<file path="src/rtl/time_set_if.sv">
// Key inputs, live time and controller outputs bundled for the time-setting controller.
interface time_set_if;
    logic        key_mode;
    logic        key_inc;
    logic        key_dec;
    logic [16:0] cur_time;
    logic        run_en;
    logic        set_load;
    logic [16:0] set_time;
    logic [16:0] disp_time;
    logic [5:0]  blink_mask;

    // Drives keys and live time, observes controller outputs.
    modport master (
        output key_mode, key_inc, key_dec, cur_time,
        input  run_en, set_load, set_time, disp_time, blink_mask
    );

    // The controller itself.
    modport slave (
        input  key_mode, key_inc, key_dec, cur_time,
        output run_en, set_load, set_time, disp_time, blink_mask
    );
endinterface

</file>
<file path="src/rtl/time_set_ctrl.sv">
// Time-setting controller for a 24 h clock: freezes the counter, edits hh/mm/ss
// in shadow registers, loads the result back and drives display/blink outputs.
// Time format: {hour[16:12], min[11:6], sec[5:0]}.
module time_set_ctrl #(
    parameter int BLINK_HALF  = 25_000_000,
    parameter int TIMEOUT_CYC = 500_000_000
) (
    input logic        clk,
    input logic        rst,
    time_set_if.slave  bus
);
    typedef enum logic [1:0] {RUN, SET_HOUR, SET_MIN, SET_SEC} state_t;

    localparam int BW = $clog2(BLINK_HALF);
    localparam int TW = $clog2(TIMEOUT_CYC);
    localparam logic [BW-1:0] BLINK_LAST = BW'(BLINK_HALF - 1);
    localparam logic [TW-1:0] TMO_LAST   = TW'(TIMEOUT_CYC - 1);

    state_t        state_reg, state_next;
    logic [4:0]    hh_reg, hh_next;
    logic [5:0]    mm_reg, mm_next;
    logic [5:0]    ss_reg, ss_next;
    logic [BW-1:0] blink_cnt_reg, blink_cnt_next;
    logic          phase_reg, phase_next;
    logic [TW-1:0] tmo_cnt_reg, tmo_cnt_next;
    logic          run_en_reg, run_en_next;
    logic          set_load_reg, set_load_next;
    logic [16:0]   set_time_reg, set_time_next;
    logic [16:0]   disp_time_reg, disp_time_next;
    logic [5:0]    blink_mask_reg, blink_mask_next;
    logic [2:0]    field_sel;

    logic in_set, inc_ok, dec_ok, edit, timeout_hit;

    // A lone inc or dec is an edit; key_mode wins and inc+dec together cancel out.
    assign in_set      = (state_reg != RUN);
    assign inc_ok      = in_set && bus.key_inc && !bus.key_dec && !bus.key_mode;
    assign dec_ok      = in_set && bus.key_dec && !bus.key_inc && !bus.key_mode;
    assign edit        = inc_ok || dec_ok;
    assign timeout_hit = in_set && !bus.key_mode && !edit && (tmo_cnt_reg == TMO_LAST);

    // Next-state, shadow edits, counters and next output values.
    always_comb begin
        state_next     = state_reg;
        hh_next        = hh_reg;
        mm_next        = mm_reg;
        ss_next        = ss_reg;
        set_load_next  = 1'b0;
        set_time_next  = set_time_reg;
        blink_cnt_next = blink_cnt_reg;
        phase_next     = phase_reg;
        tmo_cnt_next   = tmo_cnt_reg;

        case (state_reg)
            RUN: begin
                if (bus.key_mode) begin
                    state_next = SET_HOUR;
                    hh_next    = bus.cur_time[16:12];
                    mm_next    = bus.cur_time[11:6];
                    ss_next    = bus.cur_time[5:0];
                end
            end
            SET_HOUR: begin
                if (bus.key_mode)   state_next = SET_MIN;
                else if (timeout_hit) state_next = RUN;
                else if (inc_ok)    hh_next = (hh_reg == 5'd23) ? 5'd0 : hh_reg + 5'd1;
                else if (dec_ok)    hh_next = (hh_reg == 5'd0) ? 5'd23 : hh_reg - 5'd1;
            end
            SET_MIN: begin
                if (bus.key_mode)   state_next = SET_SEC;
                else if (timeout_hit) state_next = RUN;
                else if (inc_ok)    mm_next = (mm_reg == 6'd59) ? 6'd0 : mm_reg + 6'd1;
                else if (dec_ok)    mm_next = (mm_reg == 6'd0) ? 6'd59 : mm_reg - 6'd1;
            end
            SET_SEC: begin
                if (bus.key_mode) begin
                    state_next    = RUN;
                    set_load_next = 1'b1;
                    set_time_next = {hh_reg, mm_reg, ss_reg};
                end
                else if (timeout_hit) state_next = RUN;
                else if (inc_ok)    ss_next = (ss_reg == 6'd59) ? 6'd0 : ss_reg + 6'd1;
                else if (dec_ok)    ss_next = (ss_reg == 6'd0) ? 6'd59 : ss_reg - 6'd1;
            end
            default: state_next = RUN;
        endcase

        // Idle timer restarts on any accepted key and only runs while editing.
        if (bus.key_mode || edit || state_next == RUN)
            tmo_cnt_next = '0;
        else
            tmo_cnt_next = tmo_cnt_reg + 1'b1;

        // Blink restarts visible on every state change or edit.
        if (state_next == RUN || state_next != state_reg || edit) begin
            blink_cnt_next = '0;
            phase_next     = 1'b0;
        end
        else if (blink_cnt_reg == BLINK_LAST) begin
            blink_cnt_next = '0;
            phase_next     = ~phase_reg;
        end
        else begin
            blink_cnt_next = blink_cnt_reg + 1'b1;
        end
    end

    assign run_en_next    = (state_next == RUN);
    assign disp_time_next = (state_next == RUN) ? bus.cur_time : {hh_next, mm_next, ss_next};

    // Field select index: 2 = hour, 1 = minute, 0 = second.
    assign field_sel = {state_next == SET_HOUR, state_next == SET_MIN, state_next == SET_SEC};

    generate
        for (genvar gi = 0; gi < 3; gi++) begin : g_mask
            assign blink_mask_next[2*gi +: 2] = {2{phase_next & field_sel[gi]}};
        end
    endgenerate

    // State and output registers.
    always_ff @(posedge clk) begin
        if (rst) begin
            state_reg      <= RUN;
            hh_reg         <= '0;
            mm_reg         <= '0;
            ss_reg         <= '0;
            blink_cnt_reg  <= '0;
            phase_reg      <= 1'b0;
            tmo_cnt_reg    <= '0;
            run_en_reg     <= 1'b1;
            set_load_reg   <= 1'b0;
            set_time_reg   <= '0;
            disp_time_reg  <= '0;
            blink_mask_reg <= '0;
        end
        else begin
            state_reg      <= state_next;
            hh_reg         <= hh_next;
            mm_reg         <= mm_next;
            ss_reg         <= ss_next;
            blink_cnt_reg  <= blink_cnt_next;
            phase_reg      <= phase_next;
            tmo_cnt_reg    <= tmo_cnt_next;
            run_en_reg     <= run_en_next;
            set_load_reg   <= set_load_next;
            set_time_reg   <= set_time_next;
            disp_time_reg  <= disp_time_next;
            blink_mask_reg <= blink_mask_next;
        end
    end

    assign bus.run_en     = run_en_reg;
    assign bus.set_load   = set_load_reg;
    assign bus.set_time   = set_time_reg;
    assign bus.disp_time  = disp_time_reg;
    assign bus.blink_mask = blink_mask_reg;
endmodule

</file>
<file path="src/flat_wrapper.sv">
// flat-port wrapper written by rule: the top's interface ports become plain ports
module time_set_ctrl_flat 
#(
    parameter int BLINK_HALF  = 25_000_000,
    parameter int TIMEOUT_CYC = 500_000_000
)
  (clk, rst, bus_key_mode, bus_key_inc, bus_key_dec, bus_cur_time, bus_run_en, bus_set_load, bus_set_time, bus_disp_time, bus_blink_mask);
  time_set_if bus_i ();
  input logic clk;
  input logic rst;
  input wire logic [$bits(bus_i.key_mode)-1:0] bus_key_mode;
  input wire logic [$bits(bus_i.key_inc)-1:0] bus_key_inc;
  input wire logic [$bits(bus_i.key_dec)-1:0] bus_key_dec;
  input wire logic [$bits(bus_i.cur_time)-1:0] bus_cur_time;
  output wire logic [$bits(bus_i.run_en)-1:0] bus_run_en;
  output wire logic [$bits(bus_i.set_load)-1:0] bus_set_load;
  output wire logic [$bits(bus_i.set_time)-1:0] bus_set_time;
  output wire logic [$bits(bus_i.disp_time)-1:0] bus_disp_time;
  output wire logic [$bits(bus_i.blink_mask)-1:0] bus_blink_mask;
  assign bus_i.key_mode = bus_key_mode;
  assign bus_i.key_inc = bus_key_inc;
  assign bus_i.key_dec = bus_key_dec;
  assign bus_i.cur_time = bus_cur_time;
  assign bus_run_en = bus_i.run_en;
  assign bus_set_load = bus_i.set_load;
  assign bus_set_time = bus_i.set_time;
  assign bus_disp_time = bus_i.disp_time;
  assign bus_blink_mask = bus_i.blink_mask;
  time_set_ctrl #(.BLINK_HALF(BLINK_HALF), .TIMEOUT_CYC(TIMEOUT_CYC)) u_core (.clk(clk), .rst(rst), .bus(bus_i));
endmodule
</file>
<file path="config.mk">
export PLATFORM = sky130hd
export DESIGN_NAME = time_set_ctrl_flat
export DESIGN_NICKNAME = d
export VERILOG_FILES = /design/src/rtl/time_set_if.sv /design/src/rtl/time_set_ctrl.sv /design/src/flat_wrapper.sv
export SDC_FILE = /design/constraint.sdc
export NUM_CORES = 1
export LEC_CHECK = 0
export BUFFER_PORTS_ARGS = -buffer_cell sky130_fd_sc_hd__buf_2
export CORE_UTILIZATION = 34
export CTS_CLUSTER_SIZE = 40
export DETAILED_ROUTE_END_ITERATION = 6
export PLACE_DENSITY = 0.55
export SLEW_MARGIN = 10
export SYNTH_ARGS = -nofsm -noshare
export SYNTH_HDL_FRONTEND = slang
export SYNTH_SLANG_ARGS = --single-unit
</file>
<file path="constraint.sdc">
create_clock -name clk -period 2.9 [get_ports clk]
set_input_delay 0.58 -clock clk [delete_from_list [all_inputs] [get_ports clk]]
set_output_delay 0.58 -clock clk [all_outputs]
set_load 0.02 [all_outputs]
</file>
==> impl_metrics.ini, run 1 <==
[power_and_ir_drop]
internal_power_w = 0.00307
combPwrFrac = 0.148
p_switching_w = 0.00123
ir_drop_v = 0.000348
seqPwrFrac = 0.392
swShare = 0.286
p_clk_frac = 0.461
p_total_w = 0.00430
p_leak_nw = 2.56
power.density_nw_per_um2 = 612

[grt]
grt_pass1_wl_mm = 25.0
grt.total_usage = 0.174
antenna_found_initial = 0
grt_overflow = 0
grt_start_max_net_pins = 56
grt_pass1_vias = 4975

[worst_setup_path]
slowest_delay_ns = 0.70
worst-path-stages = 7
critPathLaunchType = register
worstPathCellList = inv_1 -> ha_1 -> or4b_1 -> nor3_4 -> a21boi_0 -> or4_1 -> a311oi_1
crit_slowest_cell = or4b_1
end_kind = register
worstPathRequired_ns = 3.21
critPathKind = reg2reg
critPathBufInv = 1
critical_path.top_delay_family = simple AND/OR/NAND/NOR gates
crit_fanout = 7
r2r_cells = 7
worstPathArrival_ns = 3.02

[synth]
yosysWarningCount = 0
synthFlopType = dfxtp_1
synth_area_leader_cell = dfxtp_1
yosys-top-cells-count = dfxtp_1 (113), nor2_1 (99), nand2_1 (69)
synth-edff-count = 0
synth_top_area_frac = 0.383
syn_avg_cell_area_um2 = 8.17
syn_area_um2 = 5910
synth.area.top_cells = dfxtp_1 (38%), nor2_1 (6.3%), xor2_1 (5.0%)
yosysMostFrequentCell = dfxtp_1
ys_seq_area_frac = 0.383
synthCells = 723
ys_async_sr_fraction = 0
synth_cell_types = 70
syn-num-nets = 759
synth-seq-cells = 113

[final_layout]
area_growth_pct = 18.9
largest_reg_flops = 29
design_area_um2 = 7030
antenna_cells = 0
final_util = 0.419
num-nets-final = 812
drive_gt1_frac = 0.181

[floorplan]
dieArea_um2 = 17900
num_rows = 47
fp.coreArea_um2 = 16800
num_io_pins = 64
die_y_um = 134
die_x_um = 134
initial_core_util = 0.353

[route]
drtIter0Drc = 286
viasPerCell = 5.26
drc = 0
wire_per_inst_um = 14.8
drtAntennaViolNets = 0
vias = 5304
dr.pass1.iters = 6
drt_wl_total_mm = 15.0

[placement]
dp_slack_ns = 0.206
place_hpwl_mm = 10.6
numPortBuffers = 63
gp_congestion = 0.854
place_area_um2 = 6440

[timing]
rsz0062_at_grt = false
period_share = 0.934
setup_ws_ns = 0.193
timing.fmax_mhz = 369
final_hold_viol_count = 0
finalCriticalPeriod_ns = 2.71
setup_viol_count_final = 0
slew_viol_final = 0
maxSlewHeadroom = 0.484
tightest_slew_ns = 0.768
clock_skew_ns = 0.0122
tns_ns = 0

[job]
drv_cap = 0

[clock_tree]
cts_buffers = 17
h-tree-depth = 4
cts_buffer_depth = 2
root_buffer = clkbuf_16
clk-insertion-delay-late_ns = 0.42
cts_tree = yes
cts_hold_buf = 0
clock-sinks = 113
path_clk_slew_ns = 0.05

[hold_path]
hold_depth = 2
hold_path_class = in2reg

[run_status]
status = finished clean
-- power by group through the flow --
stage          clock network [W]  logic [W]  registers (W)
5_1_grt                  0.00210   0.000701        0.00169
6_report                 0.00198   0.000634        0.00168
3_5_place_dp                   0   0.000628        0.00171
4_1_cts                  0.00203   0.000631        0.00168
3_3_place_gp                   0   0.000621        0.00171
2_1_floorplan                  0   0.000423        0.00173
-- cells in the final DEF (no fill, tap or decap), types with 18 or more instances in the layout --
| cell | synthesis | routed |
|---|---|---|
| dfxtp_1 | 113 | 113 |
| nor2_1 | 99 | 98 |
| nand2_1 | 69 | 69 |
| buf_2 | 5 | 63 |
| a21oi_1 | 41 | 41 |
| xor2_1 | 34 | 34 |
| nand3_1 | 31 | 31 |
| nor3_1 | 22 | 22 |
| o21ai_0 | 22 | 22 |
| buf_4 | 3 | 21 |
| xnor2_1 | 20 | 20 |
| inv_1 | 19 | 19 |
| nand4_1 | 18 | 18 |
| a211oi_1 | 18 | 18 |
-- final cells by class --
| cell class | instances | area (um2) |
|---|---|---|
| multi-input combinational | 539 | 3330 |
| timing repair buffer | 86 | 513 |
| fill | 1718 | 9730 |
| sequential | 113 | 2260 |
| clock inverter | 14 | 131 |
| tap | 220 | 275 |
| inverter | 19 | 71.3 |
| clock buffer | 18 | 439 |
-- cells by family (layout without fill, tap and decap cells) --
kind of cell | Yosys count | in the layout | synth area share
buf+inv | 71 | 137 | 0.0572
simple gates | 323 | 323 | 0.280
compound gates | 147 | 147 | 0.168
mux | 1 | 1 | 0.00191
flops | 113 | 113 | 0.383
fa+ha+maj | 14 | 14 | 0.0296
xor+xnor | 54 | 54 | 0.0800
-- through the flow --
| step | cells | hold WS [ns] |
|---|---|---|
| floorplan | 723 | 0.427 |
| global placement | 977 | 0.438 |
| detailed placement | 977 | 0.445 |
| CTS | 1009 | 0.394 |
| global route | 1009 | 0.409 |
| finish | 1009 | 0.405 |
-- metal layers --
| metal | global-route usage | vias to the layer above | wire length, um |
|---|---|---|---|
| li1 | - | 2659 | - |
| met5 | 0 | - | 0 |
| met1 | 0.231 | 2480 | 7130 |
| met2 | 0.271 | 144 | 6770 |
| met3 | 0.0416 | 21 | 816 |
| met4 | 0.0694 | 0 | 238 |
-- worst reg2reg max path: cells and delay by family, from the launching register on --
family,cells,cell delay [ns]
DFF,1,0.39
and+or+nand+nor,3,1.43
adders and majority gates,1,0.28
AOI/OAI and AO/OA,2,0.38
buffers and inverters,1,0.12
-- what timing repair did --
action	4_1_cts	5_1_grt
endpoints found under the setup margin	0	4
setup buffers	0	0
gates resized for setup	0	3
-- final timing paths --
kind | to | slack [ns] | startpoint
max | u_core.bus.disp_time[10] | 0.19 | u_core.state_reg[1]
min | u_core.bus.run_en | 0.41 | rst
max reg2reg | u_core.bus.disp_time[10] | 0.19 | u_core.state_reg[1]
min reg2reg | u_core.bus.set_time[9] | 0.45 | u_core.bus.set_time[9]
Note: power is estimated with default switching activity, not from simulation.
==> run 2, diff against run 1 <==
--- a/config.mk
+++ b/config.mk
@@ -9,6 +9,7 @@
 export CORE_UTILIZATION = 34
 export CTS_CLUSTER_SIZE = 40
 export DETAILED_ROUTE_END_ITERATION = 6
+export GPL_TIMING_DRIVEN = 0
 export PLACE_DENSITY = 0.55
 export SLEW_MARGIN = 10
 export SYNTH_ARGS = -nofsm -noshare
==> run 2 against run 1 <==
First-iteration DRC count up 36%. Core utilization up 0.99 points. Largest power group unchanged. Critical path type unchanged. Combinational power up 9.5%. Sequential cell count unchanged.
==> impl_metrics.ini, run 2 (synthesis gave the netlist of run 1 again) <==
[final_layout]
mostFrequentLayoutCells = dfxtp_1 (111), nor2_1 (99), nand2_1 (69)
antenna_cells = 0
largest_reg_flops = 29
num-nets-final = 842
drive_gt1_frac = 0.176
layout_commonest_cell = dfxtp_1
area_growth_pct = 21.7
final.fill_count = 1771
design_area_um2 = 7190
seq_area_um2 = 2260
multi_input_area_um2 = 3360

[worst_setup_path]
path_common_cell = buf_6
slowest_delay_ns = 0.41
critPathLaunchType = register
end_kind = register
worstPathArrival_ns = 3.15
crit_slowest_cell = or3_1
worstPathCellList = inv_1 -> ha_1 -> buf_6 -> o21bai_4 -> a211o_1 -> and2_4 -> or3_4 -> or3_1 -> buf_6 -> buf_12 -> nor2_4
worstPathRequired_ns = 3.26
critical_path.top_delay_family = simple AND/OR/NAND/NOR gates
crit_fanout = 10
critPathBufInv = 4
critPathKind = reg2reg

[timing]
maxSlewHeadroom = 0.415
slew_viol_final = 0
timing.fmax_mhz = 358
rsz0062_at_grt = false
period_share = 0.963
final_hold_viol_count = 0
setup_viol_count_final = 0
clock_skew_ns = 0.00614
tightest_slew_ns = 0.871
finalCriticalPeriod_ns = 2.79

[placement]
gp_congestion = 0.878
place_hpwl_mm = 11.3
numPortBuffers = 63
place_area_um2 = 6500

[power_and_ir_drop]
seqPwrFrac = 0.365
ir_drop_v = 0.000428
p_leak_nw = 2.62
power.density_nw_per_um2 = 632
p_switching_w = 0.00121
p_total_w = 0.00455
combPwrFrac = 0.153
p_clk_frac = 0.483
internal_power_w = 0.00334
swShare = 0.266

[route]
wire_per_inst_um = 15.3
wl_met2_mm = 6.86
dr.pass1.iters = 5
top_layer_used = met4
drc = 0
viasPerCell = 5.26
drt_wl_total_mm = 15.9
drtIter0Drc = 390
wl_met1_mm = 7.65
vias = 5469
drtAntennaViolNets = 0
wl_met3_mm = 1.17

[clock_tree]
h-tree-depth = 4
path_clk_slew_ns = 0.05
cts_buffer_depth = 2
clock-sinks = 113
root_buffer = clkbuf_16
cts_tree = yes
cts_hold_buf = 0
cts_buffers = 17
clk-insertion-delay-late_ns = 0.42

[floorplan]
die_x_um = 134
initial_core_util = 0.353
fp.coreArea_um2 = 16800
num_io_pins = 64
num_rows = 47
dieArea_um2 = 17900
die_y_um = 134

[grt]
grt_pass1_wl_mm = 25.5
grt.total_usage = 0.182
antenna_found_initial = 0
grt_pass1_vias = 4856
grt_start_max_net_pins = 17
grt_overflow = 0

[run_status]
status = finished clean

[job]
drv_cap = 0

[hold_path]
hold_path_class = in2reg
==> run 2: power by group through the flow <==
stage | sequential (W) | clock (W) | combinational [W]
floorplan | 0.00173 | 0 | 0.000423
global placement | 0.00169 | 0 | 0.000679
detailed placement | 0.00169 | 0 | 0.000675
CTS | 0.00166 | 0.00224 | 0.000684
global route | 0.00166 | 0.00231 | 0.000756
finish | 0.00166 | 0.00219 | 0.000694
==> run 2: path summary, 6_finish.rpt <==
path	from	to	slack (ns)	depth (start not counted)
hold / removal	rst	u_core.bus.run_en	0.41	2
setup / recovery	u_core.state_reg[0]	u_core.tmo_cnt_reg[21]	0.11	11
setup reg to reg	u_core.state_reg[0]	u_core.tmo_cnt_reg[21]	0.11	11
hold reg to reg	u_core.bus.set_time[11]	u_core.bus.set_time[11]	0.45	2
==> run 2: layout make-up <==
type / instances / area share
Buffer: 51 / 0.0378
Sequential cell: 113 / 0.315
Timing Repair Buffer: 65 / 0.0459
Inverter: 19 / 0.00992
Clock inverter: 10 / 0.0219
Multi-Input combinational cell: 539 / 0.467
Tap cell: 220 / 0.0383
Clock buffer: 22 / 0.0646
==> run 2: routing by layer <==
| layer | up-vias | GRT usage |
|---|---|---|
| li1 | 2724 | - |
| met1 | 2547 | 0.251 |
| met2 | 179 | 0.271 |
| met3 | 19 | 0.0484 |
| met4 | 0 | 0.0682 |
| met5 | - | 0 |
==> run 2: worst reg2reg max path, delay by kind of cell (launching register included) <==
kind,cells,cell delay (ns)
AND/OR/NAND/NOR,4,1.08
buffers and inverters,4,0.57
AO/OA/AOI/OAI,2,0.51
flip-flops,1,0.38
adder cells (fa/ha/maj),1,0.21
==> run 2: repair_timing <==
item	CTS	global route
resized for setup	7	12
buffers inserted	0	2
endpoints found under the setup margin	23	82
pin swaps	0	1
==> run 2: through the flow <==
stage / hold slack [ns] / setup slack [ns] / setup TNS (ns) / util / std cells
after floorplan: 0.427 / 0.302 / 0 / - / 723
after global placement: 0.440 / -0.382 / -5.70 / 0.388 / 1006
after detailed placement: 0.444 / -0.449 / -5.94 / 0.388 / 1006
after CTS: 0.390 / 0.00522 / 0 / 0.426 / 1038
after global routing: 0.405 / 0.00413 / 0 / 0.429 / 1039
final: 0.405 / 0.106 / 0 / 0.429 / 1039
